===== src/rtl/pad_scan_pkg.sv =====
// Shared constants and types for the Genesis DB9 pad scanner.
package pad_scan_pkg;
  localparam int NUM_PHASES = 8;

  localparam int BTN_UP    = 0;
  localparam int BTN_DOWN  = 1;
  localparam int BTN_LEFT  = 2;
  localparam int BTN_RIGHT = 3;
  localparam int BTN_A     = 4;
  localparam int BTN_B     = 5;
  localparam int BTN_C     = 6;
  localparam int BTN_START = 7;
  localparam int BTN_MODE  = 8;
  localparam int BTN_X     = 9;
  localparam int BTN_Y     = 10;
  localparam int BTN_Z     = 11;

  typedef enum logic [1:0] {IDLE, STEP, GAP} state_e;
endpackage


===== src/rtl/pad_scan_decode.sv =====
// Combinational decode of one pad's eight inverted TH-phase samples into buttons/presence/type.
module pad_scan_decode
  import pad_scan_pkg::*;
(
  input  logic [NUM_PHASES-1:0][5:0] samp_i,
  output logic [11:0]                btn_o,
  output logic                       present_o,
  output logic                       six_o
);
  logic [11:0] raw;
  logic        unused_samp;

  // Phases 2,3,4,7 and the fixed-level pins carry no button information.
  assign unused_samp = ^{samp_i[2], samp_i[3], samp_i[4], samp_i[7],
                         samp_i[1][1:0], samp_i[5][5:4], samp_i[6][5:4]};

  always_comb begin
    raw            = '0;
    present_o      = samp_i[1][3] & samp_i[1][2];
    six_o          = present_o & (samp_i[5][3:0] == 4'hF);
    raw[BTN_UP]    = samp_i[0][0];
    raw[BTN_DOWN]  = samp_i[0][1];
    raw[BTN_LEFT]  = samp_i[0][2];
    raw[BTN_RIGHT] = samp_i[0][3];
    raw[BTN_B]     = samp_i[0][4];
    raw[BTN_C]     = samp_i[0][5];
    raw[BTN_A]     = samp_i[1][4];
    raw[BTN_START] = samp_i[1][5];
    if (six_o) begin
      raw[BTN_Z]    = samp_i[6][0];
      raw[BTN_Y]    = samp_i[6][1];
      raw[BTN_X]    = samp_i[6][2];
      raw[BTN_MODE] = samp_i[6][3];
    end
    btn_o = present_o ? raw : 12'h000;
  end
endmodule


===== src/rtl/pad_scan_ctrl.sv =====
// Genesis DB9 multi-pad TH-handshake scanner with per-pad button decode.
// Optional macro PAD_SCAN_DEBOUNCE_EN: BTN only follows two identical consecutive decodes.
module pad_scan_ctrl
  import pad_scan_pkg::*;
#(
  parameter int NUM_PADS = 2,
  parameter int STEP_CYC = 8,
  parameter int IDLE_CYC = 2048
)(
  input  logic                     CLK,
  input  logic                     RESET_N,
  input  logic                     CE,
  input  logic                     SCAN_REQ,
  input  logic [5:0]               PAD_D,
  output logic                     PAD_TH,
  output logic [2:0]               PAD_IDX,
  output logic                     BUSY,
  output logic                     DONE,
  output logic [12*NUM_PADS-1:0]   BTN,
  output logic [NUM_PADS-1:0]      PRESENT,
  output logic [NUM_PADS-1:0]      SIX_BTN
);
  localparam int CNT_MAX = (IDLE_CYC > STEP_CYC) ? IDLE_CYC : STEP_CYC;
  localparam int CNT_W   = $clog2(CNT_MAX + 1);
  localparam logic [CNT_W-1:0] STEP_LD  = CNT_W'(STEP_CYC - 1);
  localparam logic [CNT_W-1:0] IDLE_LD  = CNT_W'(IDLE_CYC - 1);
  localparam logic [2:0]       LAST_PAD = 3'(NUM_PADS - 1);
  localparam logic [2:0]       LAST_PH  = 3'(NUM_PHASES - 1);

  state_e                            state_q, state_d;
  logic [5:0]                        meta_q, sync_q;
  logic                              th_q, th_d, busy_q, busy_d, done_q, done_d;
  logic [2:0]                        idx_q, idx_d, phase_q, phase_d;
  logic [CNT_W-1:0]                  cnt_q, cnt_d;
  logic [NUM_PHASES-1:0][5:0]        samp_q, samp_d, dec_samp;
  logic [NUM_PADS-1:0][11:0]         btn_q, btn_d;
  logic [NUM_PADS-1:0]               pres_q, pres_d, six_q, six_d;
  logic [11:0]                       dec_btn;
  logic                              dec_pres, dec_six;
`ifdef PAD_SCAN_DEBOUNCE_EN
  logic [NUM_PADS-1:0][11:0]         prev_q, prev_d;
`endif

  // Pins are asynchronous to CLK; the synchronizer ignores CE.
  always_ff @(posedge CLK or negedge RESET_N) begin
    if (!RESET_N) begin
      meta_q <= 6'h3F;
      sync_q <= 6'h3F;
    end else begin
      meta_q <= PAD_D;
      sync_q <= meta_q;
    end
  end

  // Phase 7 is sampled on the commit edge itself, so feed it straight from the synchronizer.
  always_comb begin
    dec_samp                 = samp_q;
    dec_samp[NUM_PHASES-1]   = ~sync_q;
  end

  pad_scan_decode u_dec (
    .samp_i    (dec_samp),
    .btn_o     (dec_btn),
    .present_o (dec_pres),
    .six_o     (dec_six)
  );

  always_comb begin
    state_d = state_q;
    th_d    = th_q;
    idx_d   = idx_q;
    busy_d  = busy_q;
    done_d  = 1'b0;
    cnt_d   = cnt_q;
    phase_d = phase_q;
    samp_d  = samp_q;
    btn_d   = btn_q;
    pres_d  = pres_q;
    six_d   = six_q;
`ifdef PAD_SCAN_DEBOUNCE_EN
    prev_d  = prev_q;
`endif
    if (CE) begin
      case (state_q)
        IDLE: if (SCAN_REQ) begin
          state_d = STEP;
          busy_d  = 1'b1;
          idx_d   = 3'd0;
          th_d    = 1'b1;
          phase_d = 3'd0;
          cnt_d   = STEP_LD;
        end
        STEP: begin
          if (cnt_q != '0) begin
            cnt_d = cnt_q - 1'b1;
          end else begin
            samp_d[phase_q] = ~sync_q;
            if (phase_q != LAST_PH) begin
              phase_d = phase_q + 3'd1;
              th_d    = ~th_q;
              cnt_d   = STEP_LD;
            end else begin
              th_d    = 1'b1;
              cnt_d   = IDLE_LD;
              state_d = GAP;
              for (int n = 0; n < NUM_PADS; n++) begin
                if (idx_q == 3'(n)) begin
                  pres_d[n] = dec_pres;
                  six_d[n]  = dec_six;
`ifdef PAD_SCAN_DEBOUNCE_EN
                  if (dec_btn == prev_q[n]) btn_d[n] = dec_btn;
                  prev_d[n] = dec_btn;
`else
                  btn_d[n]  = dec_btn;
`endif
                end
              end
            end
          end
        end
        GAP: begin
          if (cnt_q != '0) begin
            cnt_d = cnt_q - 1'b1;
          end else if (idx_q != LAST_PAD) begin
            idx_d   = idx_q + 3'd1;
            phase_d = 3'd0;
            cnt_d   = STEP_LD;
            state_d = STEP;
          end else begin
            done_d  = 1'b1;
            busy_d  = 1'b0;
            idx_d   = 3'd0;
            state_d = IDLE;
          end
        end
        default: state_d = IDLE;
      endcase
    end
  end

  always_ff @(posedge CLK or negedge RESET_N) begin
    if (!RESET_N) begin
      state_q <= IDLE;
      th_q    <= 1'b1;
      idx_q   <= 3'd0;
      busy_q  <= 1'b0;
      done_q  <= 1'b0;
      cnt_q   <= '0;
      phase_q <= 3'd0;
      samp_q  <= '0;
      btn_q   <= '0;
      pres_q  <= '0;
      six_q   <= '0;
`ifdef PAD_SCAN_DEBOUNCE_EN
      prev_q  <= '0;
`endif
    end else begin
      state_q <= state_d;
      th_q    <= th_d;
      idx_q   <= idx_d;
      busy_q  <= busy_d;
      done_q  <= done_d;
      cnt_q   <= cnt_d;
      phase_q <= phase_d;
      samp_q  <= samp_d;
      btn_q   <= btn_d;
      pres_q  <= pres_d;
      six_q   <= six_d;
`ifdef PAD_SCAN_DEBOUNCE_EN
      prev_q  <= prev_d;
`endif
    end
  end

  assign PAD_TH  = th_q;
  assign PAD_IDX = idx_q;
  assign BUSY    = busy_q;
  assign DONE    = done_q;
  assign BTN     = btn_q;
  assign PRESENT = pres_q;
  assign SIX_BTN = six_q;
endmodule

===== config.mk =====
export PLATFORM = sky130hd
export DESIGN_NAME = pad_scan_ctrl
export DESIGN_NICKNAME = d
export VERILOG_FILES = /design/src/rtl/pad_scan_pkg.sv /design/src/rtl/pad_scan_decode.sv /design/src/rtl/pad_scan_ctrl.sv
export SDC_FILE = /design/constraint.sdc
export NUM_CORES = 1
export LEC_CHECK = 0
export BUFFER_PORTS_ARGS = -buffer_cell sky130_fd_sc_hd__buf_2
export CAP_MARGIN = 10
export CORE_AREA = 8 8 130 132
export CTS_CLUSTER_SIZE = 30
export DETAILED_ROUTE_END_ITERATION = 8
export DIE_AREA = 0 0 138 140
export GPL_ROUTABILITY_DRIVEN = 0
export PLACE_DENSITY_LB_ADDON = 0.25
export SYNTH_ARGS = -nofsm -noshare
export SYNTH_HDL_FRONTEND = slang
export SYNTH_HIERARCHICAL = 1
export SYNTH_SLANG_ARGS = --single-unit

===== constraint.sdc =====
create_clock -name CLK -period 2.76 [get_ports CLK]
set_input_delay 0.276 -clock CLK [delete_from_list [all_inputs] [get_ports CLK]]
set_output_delay 0.276 -clock CLK [all_outputs]
set_load 0.05 [all_outputs]

# == After elaboration in Yosys (flattened, before gate mapping) ==
# Index checks and enable logic that the tools add are counted.
# word_totals
ramBits,0
out_inout_bits,34
mem_count,0
latch_bits,0
rom_bits,0
regBits,111
# op_classes
n_mul,0
n_bitwise,6
n_addsub,3
eq_ne,14
n_lt_le_gt_ge,2
shift,0
reduce_logical,16
mux,37
n_div,0
# ops
cell,n
$mux W12,5
$bwmux W48,1
$pmux W12 S3,1
$mux W3,7
$reduce_and A5 Y1,4
$demux W6 S3,1
$ne A2 B2 Y1 const B,7
$reduce_and A4 Y1,3
$reduce_bool A12 Y1,1
$sub A12 B1 Y12 const B,1
$mux W11,1
$mux W1,10
$pmux W3 S3,1
$mux W2,4
$reduce_and A7 Y1,1
$add A3 B1 Y3 const B,2
$mux W6,1
$ne A3 B3 Y1 const B,2
$not A6 Y6,1
$pmux W2 S3,1
$pmux W3 S2,1
$eq A4 B4 Y1 const B,1
$lt A3 B4 Y1 const B,1
$mux W4,1
14 further kinds,19

# == Depth between registers and ports, before layout ==
# Gate-level depths: netlist of run 1.
# depth
depth_word,5
mapped_depth,9
ltp_nobuf,7

# == Cells and area by module ==
# The synthesis of run 1 kept the hierarchy.
# by_module_without_submodules
module,instances,cells_per_inst,seq_area_each_um2,area_each_um2
pad_scan_ctrl,1,377,2643.8,4518.1
pad_scan_decode,1,15,0.0,110.1

# == Worst setup path after synthesis of run 1 ==
# OpenSTA, ideal clock, no wires.
# synth_timing
kind,flip-flop to flip-flop
from,register cnt_q[0]
to,"register btn_q, in the netlist BTN[16]"
stages_incl_launch_ff,9
period_less_slack_ns,2.336
arrival_ns,2.211
required_time_ns,2.635
setup_slack_ns,0.424
setup_ns,0.125
path_cell_list,dfrtp_1 inv_1 ha_1 nor4b_4 nand4_4 or4_1 buf_2 buf_6 mux2_4
# synth_between
elab_chain_cells,3
# synth_lines
element,line_no,source
start: declaration,pad_scan_ctrl.sv:34,"logic [CNT_W-1:0] cnt_q, cnt_d;"
start signal: assignment,pad_scan_ctrl.sv:163,cnt_q <= cnt_d;
$reduce_bool A12 Y1,pad_scan_ctrl.sv:94,if (cnt_q != '0) begin
$not A1 Y1 (no line),--,
$reduce_and A5 Y1 (no line),--,
end signal: assignment,pad_scan_ctrl.sv:166,btn_q <= btn_d;
end: declaration,pad_scan_ctrl.sv:36,"logic [NUM_PADS-1:0][11:0] btn_q, btn_d;"
# Every way passes these cells.
# A chain may end at the register's enable or synchronous reset.

# == Worst setup path after layout of run 1 ==
# layout_timing
from,register cnt_q[0]
to,"register pres_q[1], in the netlist PRESENT[1]"
# layout_between
elab_chain_cells,3
# layout_lines
element,line_no,source
$reduce_bool A12 Y1,pad_scan_ctrl.sv:94,
$not A1 Y1 (no line),--,
$reduce_and A5 Y1 (no line),--,
end signal: assignment,pad_scan_ctrl.sv:167,pres_q <= pres_d;
end: declaration,pad_scan_ctrl.sv:37,"logic [NUM_PADS-1:0] pres_q, pres_d, six_q, six_d;"
# Every way passes these cells.

==> results.cfg, run 1 <==
[outcome]
status = completed

[floorplanning]
io_pins = 44
num_rows = 45
core-area_um2 = 14900
dieHeight_um = 140
fp.dieW_um = 138
start_util_pct = 25.2
die-area_um2 = 19300

[grt]
antenna_found_initial = 0
grt_pass1_vias = 2692
grt_pass1_wl_mm = 14.8
grt-ovfl-total = 0
grt_max_degree = 45
grtUsageTotal_pct = 9.47

[clock_network]
cts_htree_levels = 3
cts_tree = done
clk_path_buf_depth = 2
clk_pin_slew_ns = 0.06
cts_resized = 0
root_buffer = clkbuf_16
clock-sinks = 81
clk_latency_ns = 0.34
post_cts_buffers = 0
cts_hold_buf = 1
cts_buffers = 9

[routing]
wl_per_cell_um = 15.4
first_iter_violations = 136
vias = 2620
drtAntennaViolNets = 0
via_per_inst = 4.58
drc_errors = 0
drt-total-wl_mm = 8.81
dr.pass1.iters = 4

[cells_and_area]
nFillCells = 1557
nNetsFinal = 397
insertedDiodeCount = 0
area_growth_pct = 21.3
final_cell_area_um2 = 4550
multi_input_area_um2 = 1590
drive_above_1_share_pct = 36.7
seq_area_um2 = 2040

[timing]
fin_tns_setup_ns = 0
drv_slew = 0
worst_pin_slew_ns = 0.576
max_freq_mhz = 414
finClkSkew_ns = 0.00815
min_period_ns = 2.42
hold_viol = 0
finalCritPeriodShare_pct = 87.6
rsz0062_at_grt = no
setup-violations-final = 0
slew_headroom_pct = 61.4

[worst_setup_path]
critPathKind = flop to flop
crit_fanout = 14
cp-start-kind = flop
r2r_start = cnt_q[0]$_DFFE_PN0P_
worstPathRequired_ns = 2.98
reg2reg_depth = 7
reg2reg_slack_ns = 0.34
arrival_ns = 2.64
r2r-end = PRESENT[1]$_DFFE_PN0P_
worst_setup_path_end_kind = flop

[power]
p_leak_nw = 2.26
pwr-share-comb_pct = 24.9
power.switching_mw = 1.26
clkPwrFrac_pct = 34.5
ir_drop_mv = 0.339
p_int_mw = 2.52
netSwitchingFraction_pct = 33.3
seq_power_share_pct = 40.6
cellPowerDensity_nw_per_um2 = 830

[placed_design]
dpl.hpwl_mm = 6.28
dpl_cell_area_um2 = 4220
portBuffers = 43

[worst_hold_path]
hp-start = PAD_D[4]
hold_path.class = input pin to flop
hold_end = meta_q[4]$_DFF_PN1_
holdPathStages = 1

[run]
maxCapViolCount = 0

[yosys]
synth_cells = 329
syn_area_um2 = 3750
synth.net_count = 347
syn_area_per_cell_um2 = 11.4
yosys_warnings = 6
==> per-layer routing <==
layer  share of wire, %  up-vias  GRT usage [%]  routed length, um
met4                2.3        0           5.49                202
met5                  0        -              0                  0
met1                 47     1294           12.0               4140
met3                3.4       11           2.20                303
met2                 47       34           14.5               4160
li1                   -     1281              -                  -
==> power by group through the flow <==
stage          logic, mW  clock network, mW  registers [mW]
6_report           0.942               1.30            1.53
5_1_grt             1.07               1.39            1.56
4_1_cts            0.948               1.34            1.53
3_5_place_dp       0.936                  0            1.55
3_3_place_gp       0.923                  0            1.55
2_1_floorplan      0.686                  0            1.52
==> sequential cells by signal, summed over array words and instances (netlist names) <==
| register | count |
|---|---|
| sync_q | 6 |
| dec_samp | 18 |
| SIX_BTN | 2 |
| BTN | 24 |
| PRESENT | 2 |
| BUSY | 1 |
| PAD_TH | 1 |
| PAD_IDX | 3 |
| DONE | 1 |
| cnt_q | 12 |
| state_q | 2 |
| phase_q | 3 |
| meta_q | 6 |
==> stage by stage <==
step           hold WS [ns]  utilization (%)  total power [mW]  setup WS, ns  cells
6_report             0.0308             30.6              3.78         0.342    572
5_1_grt              0.0200             30.6              4.01         0.180    572
4_1_cts              0.0171             30.6              3.82         0.326    572
3_5_place_dp          0.309             28.4              2.49         0.375    555
3_3_place_gp          0.308             28.4              2.47         0.439    555
2_1_floorplan       -0.0196                -              2.20         0.450    329
==> worst max-delay path, stage by stage, from the launching register on <==
cell and delay [ns]:
dfrtp_1 0.40, inv_1 0.11, ha_1 0.19, nor4b_4 0.35, nand4_4 0.14, or4_1 0.54
buf_4 0.25, mux2_4 0.33
==> cells in the final DEF (no fill, tap or decap), types with 6 or more instances in the layout <==
| cell | count |
|---|---|
| dfrtp_1 | 68 |
| and3_2 | 8 |
| buf_4 | 11 |
| nand3_1 | 6 |
| clkbuf_16 | 9 |
| ha_1 | 8 |
| nand2_1 | 24 |
| o21ai_0 | 25 |
| a22o_1 | 6 |
| buf_2 | 42 |
| nor2_1 | 25 |
| mux2_2 | 30 |
| a21oi_1 | 17 |
| inv_1 | 16 |
| mux2_4 | 10 |
| dfstp_2 | 13 |
==> cell type report <==
| class | count | share of cell area [%] |
|---|---|---|
| well taps | 188 | 5.17 |
| multi-input cells | 217 | 34.9 |
| repair buffers | 54 | 6.65 |
| flip-flops and latches | 81 | 44.9 |
| inverters | 16 | 1.32 |
| clock buffers | 9 | 4.95 |
| clock inverters | 7 | 2.17 |
==> worst max path at each step <==
| stage | startpoint | endpoint | slack (ns) | cells after the start |
|---|---|---|---|---|
| 4_1_cts | cnt_q[0]$_DFFE_PN0P_ | PRESENT[1]$_DFFE_PN0P_ | 0.33 | 7 |
| 3_3_place_gp | cnt_q[0]$_DFFE_PN0P_ | BTN[20]$_DFFE_PN0P_ | 0.44 | 7 |
| 6_report | cnt_q[0]$_DFFE_PN0P_ | PRESENT[1]$_DFFE_PN0P_ | 0.34 | 7 |
| 5_1_grt | cnt_q[0]$_DFFE_PN0P_ | dec_samp[38]$_DFFE_PN0P_ | 0.18 | 7 |
| 3_5_place_dp | cnt_q[0]$_DFFE_PN0P_ | PRESENT[1]$_DFFE_PN0P_ | 0.38 | 7 |
| 2_1_floorplan | cnt_q[0]$_DFFE_PN0P_ | BTN[16]$_DFFE_PN0P_ | 0.45 | 8 |
Note: power is estimated with default switching activity, not from simulation.
==> run 2, diff against run 1 <==
Settings changed: RECOVER_POWER set to 50.
==> run 2 against run 1 <==
Net effect:
- setup slack worse by 0.00066 ns
- cell count unchanged
- critical path depth unchanged
- first-iteration DRC count down 4.4%
- clock power about the same
- clock-buffer cell count unchanged
- critical endpoint unchanged
- highest routed layer unchanged
==> results.cfg, run 2 (same netlist as run 1, synthesis figures left out) <==
[cells_and_area]
seq_area_um2 = 2040
multi_input_area_um2 = 1590
area_growth_pct = 20.2
drive_above_1_share_pct = 28.6
final_common_cell = dfrtp_1
layout.cells.non_filler = 572
largest_reg_flops = 24
nFillCells = 1569
fin_util_pct = 30.3
nNetsFinal = 397
layout_common_cells = dfrtp_1 (68), clkbuf_1 (31), mux2_2 (30)
insertedDiodeCount = 0

[timing]
drv_slew = 0
setup-violations-final = 0
finClkSkew_ns = 0.00815
setup_ws_ns = 0.342
finalCritPeriodShare_pct = 87.6
max_freq_mhz = 414
slew_headroom_pct = 29.1
hold_viol = 0
fin_tns_setup_ns = 0
worst_pin_slew_ns = 1.06
min_period_ns = 2.42
rsz0062_at_grt = no

[power]
seq_power_share_pct = 40.6
power.switching_mw = 1.26
pwr-share-comb_pct = 24.9
p_int_mw = 2.52
netSwitchingFraction_pct = 33.3
cellPowerDensity_nw_per_um2 = 838
p_leak_nw = 2.13
ir_drop_mv = 0.339
clkPwrFrac_pct = 34.5
total_power_mw = 3.78

[routing]
drc_errors = 0
dr.pass1.iters = 4
wl_per_cell_um = 15.4
drtAntennaViolNets = 0
via_per_inst = 4.59
first_iter_violations = 130
vias = 2626
drt-total-wl_mm = 8.81

[worst_setup_path]
arrival_ns = 2.64
crit_buf_inv = 2
cp-start-kind = flop
crit_end = PRESENT[1]$_DFFE_PN0P_
r2r-end = PRESENT[1]$_DFFE_PN0P_
worst-path-stages = 7
critical_path.slowest_cell = or4_1
cp_top_family = simple AND/OR/NAND/NOR gates
crit_fanout = 14
max_stage_delay_ns = 0.54
critPathKind = flop to flop
crit_start = cnt_q[0]$_DFFE_PN0P_
worstPathRequired_ns = 2.98
worst_setup_path_end_kind = flop
crit_chain = inv_1 -> ha_1 -> nor4b_4 -> nand4_4 -> or4_1 -> buf_4 -> mux2_4
reg2reg_slack_ns = 0.34
r2r_start = cnt_q[0]$_DFFE_PN0P_
reg2reg_depth = 7

[placed_design]
dpl.hpwl_mm = 6.28
post-place-ws_ns = 0.375
dp.cells = 555
portBuffers = 43

[clock_network]
clk_latency_ns = 0.34
post_cts_buffers = 0
cts_htree_levels = 3
root_buffer = clkbuf_16
clk_path_buf_depth = 2
clk_pin_slew_ns = 0.06
cts_resized = 0
clock-sinks = 81
cts_buffers = 9
cts_tree = done
cts_hold_buf = 1

[grt]
antenna_found_initial = 0
grt-ovfl-total = 0
grt_pass1_wl_mm = 14.8
grt_max_degree = 45
grt_pass1_vias = 2692
grtUsageTotal_pct = 9.47

[floorplanning]
num_rows = 45
dieHeight_um = 140
die-area_um2 = 19300
start_util_pct = 25.2
io_pins = 44
core-area_um2 = 14900
fp.dieW_um = 138

[worst_hold_path]
hold_path.class = input pin to flop
hp-start = PAD_D[3]

[outcome]
status = completed

[run]
maxCapViolCount = 0
run 2: how the worst min path moves through the flow:
stage          cells past startpoint                endpoint  slack, ns
6_report                           1     meta_q[3]$_DFF_PN1_       0.02
5_1_grt                            1     meta_q[4]$_DFF_PN1_       0.02
4_1_cts                            1     meta_q[4]$_DFF_PN1_       0.02
2_1_floorplan                      0      BTN[0]$_DFFE_PN0P_      -0.02
3_5_place_dp                       1  SIX_BTN[0]$_DFFE_PN0P_       0.31
3_3_place_gp                       1  SIX_BTN[0]$_DFFE_PN0P_       0.31
run 2: area by class of cell:
class	instances	share of cell area, %
Sequential cell	81	45.3
Clock inverter	7	2.19
Tap cell	188	5.22
Clock buffer	9	5.00
Timing Repair Buffer	54	5.75
Inverter	16	1.33
Multi-Input combinational cell	217	35.2
run 2: routing by layer:
layer / wire length (um) / vias to the layer above / GRT usage, %
met3: 326 / 11 / 2.20
met1: 4150 / 1294 / 12.0
li1: - / 1279 / -
met2: 4130 / 42 / 14.5
met4: 202 / 0 / 5.49
met5: 0 / - / 0
run 2: through the flow:
stage | hold WS (ns) | area, um2
floorplan | -0.0196 | 3750
global placement | 0.308 | 4220
detailed placement | 0.309 | 4220
CTS | 0.0171 | 4550
global route | 0.0200 | 4510
finish | 0.0199 | 4510
run 2: power groups by stage:
stage / clock network (mW) / registers [mW] / logic (mW)
floorplan: 0 / 1.52 / 0.686
global placement: 0 / 1.55 / 0.923
detailed placement: 0 / 1.55 / 0.936
CTS: 1.34 / 1.53 / 0.948
global route: 1.39 / 1.56 / 1.06
finish: 1.30 / 1.53 / 0.942
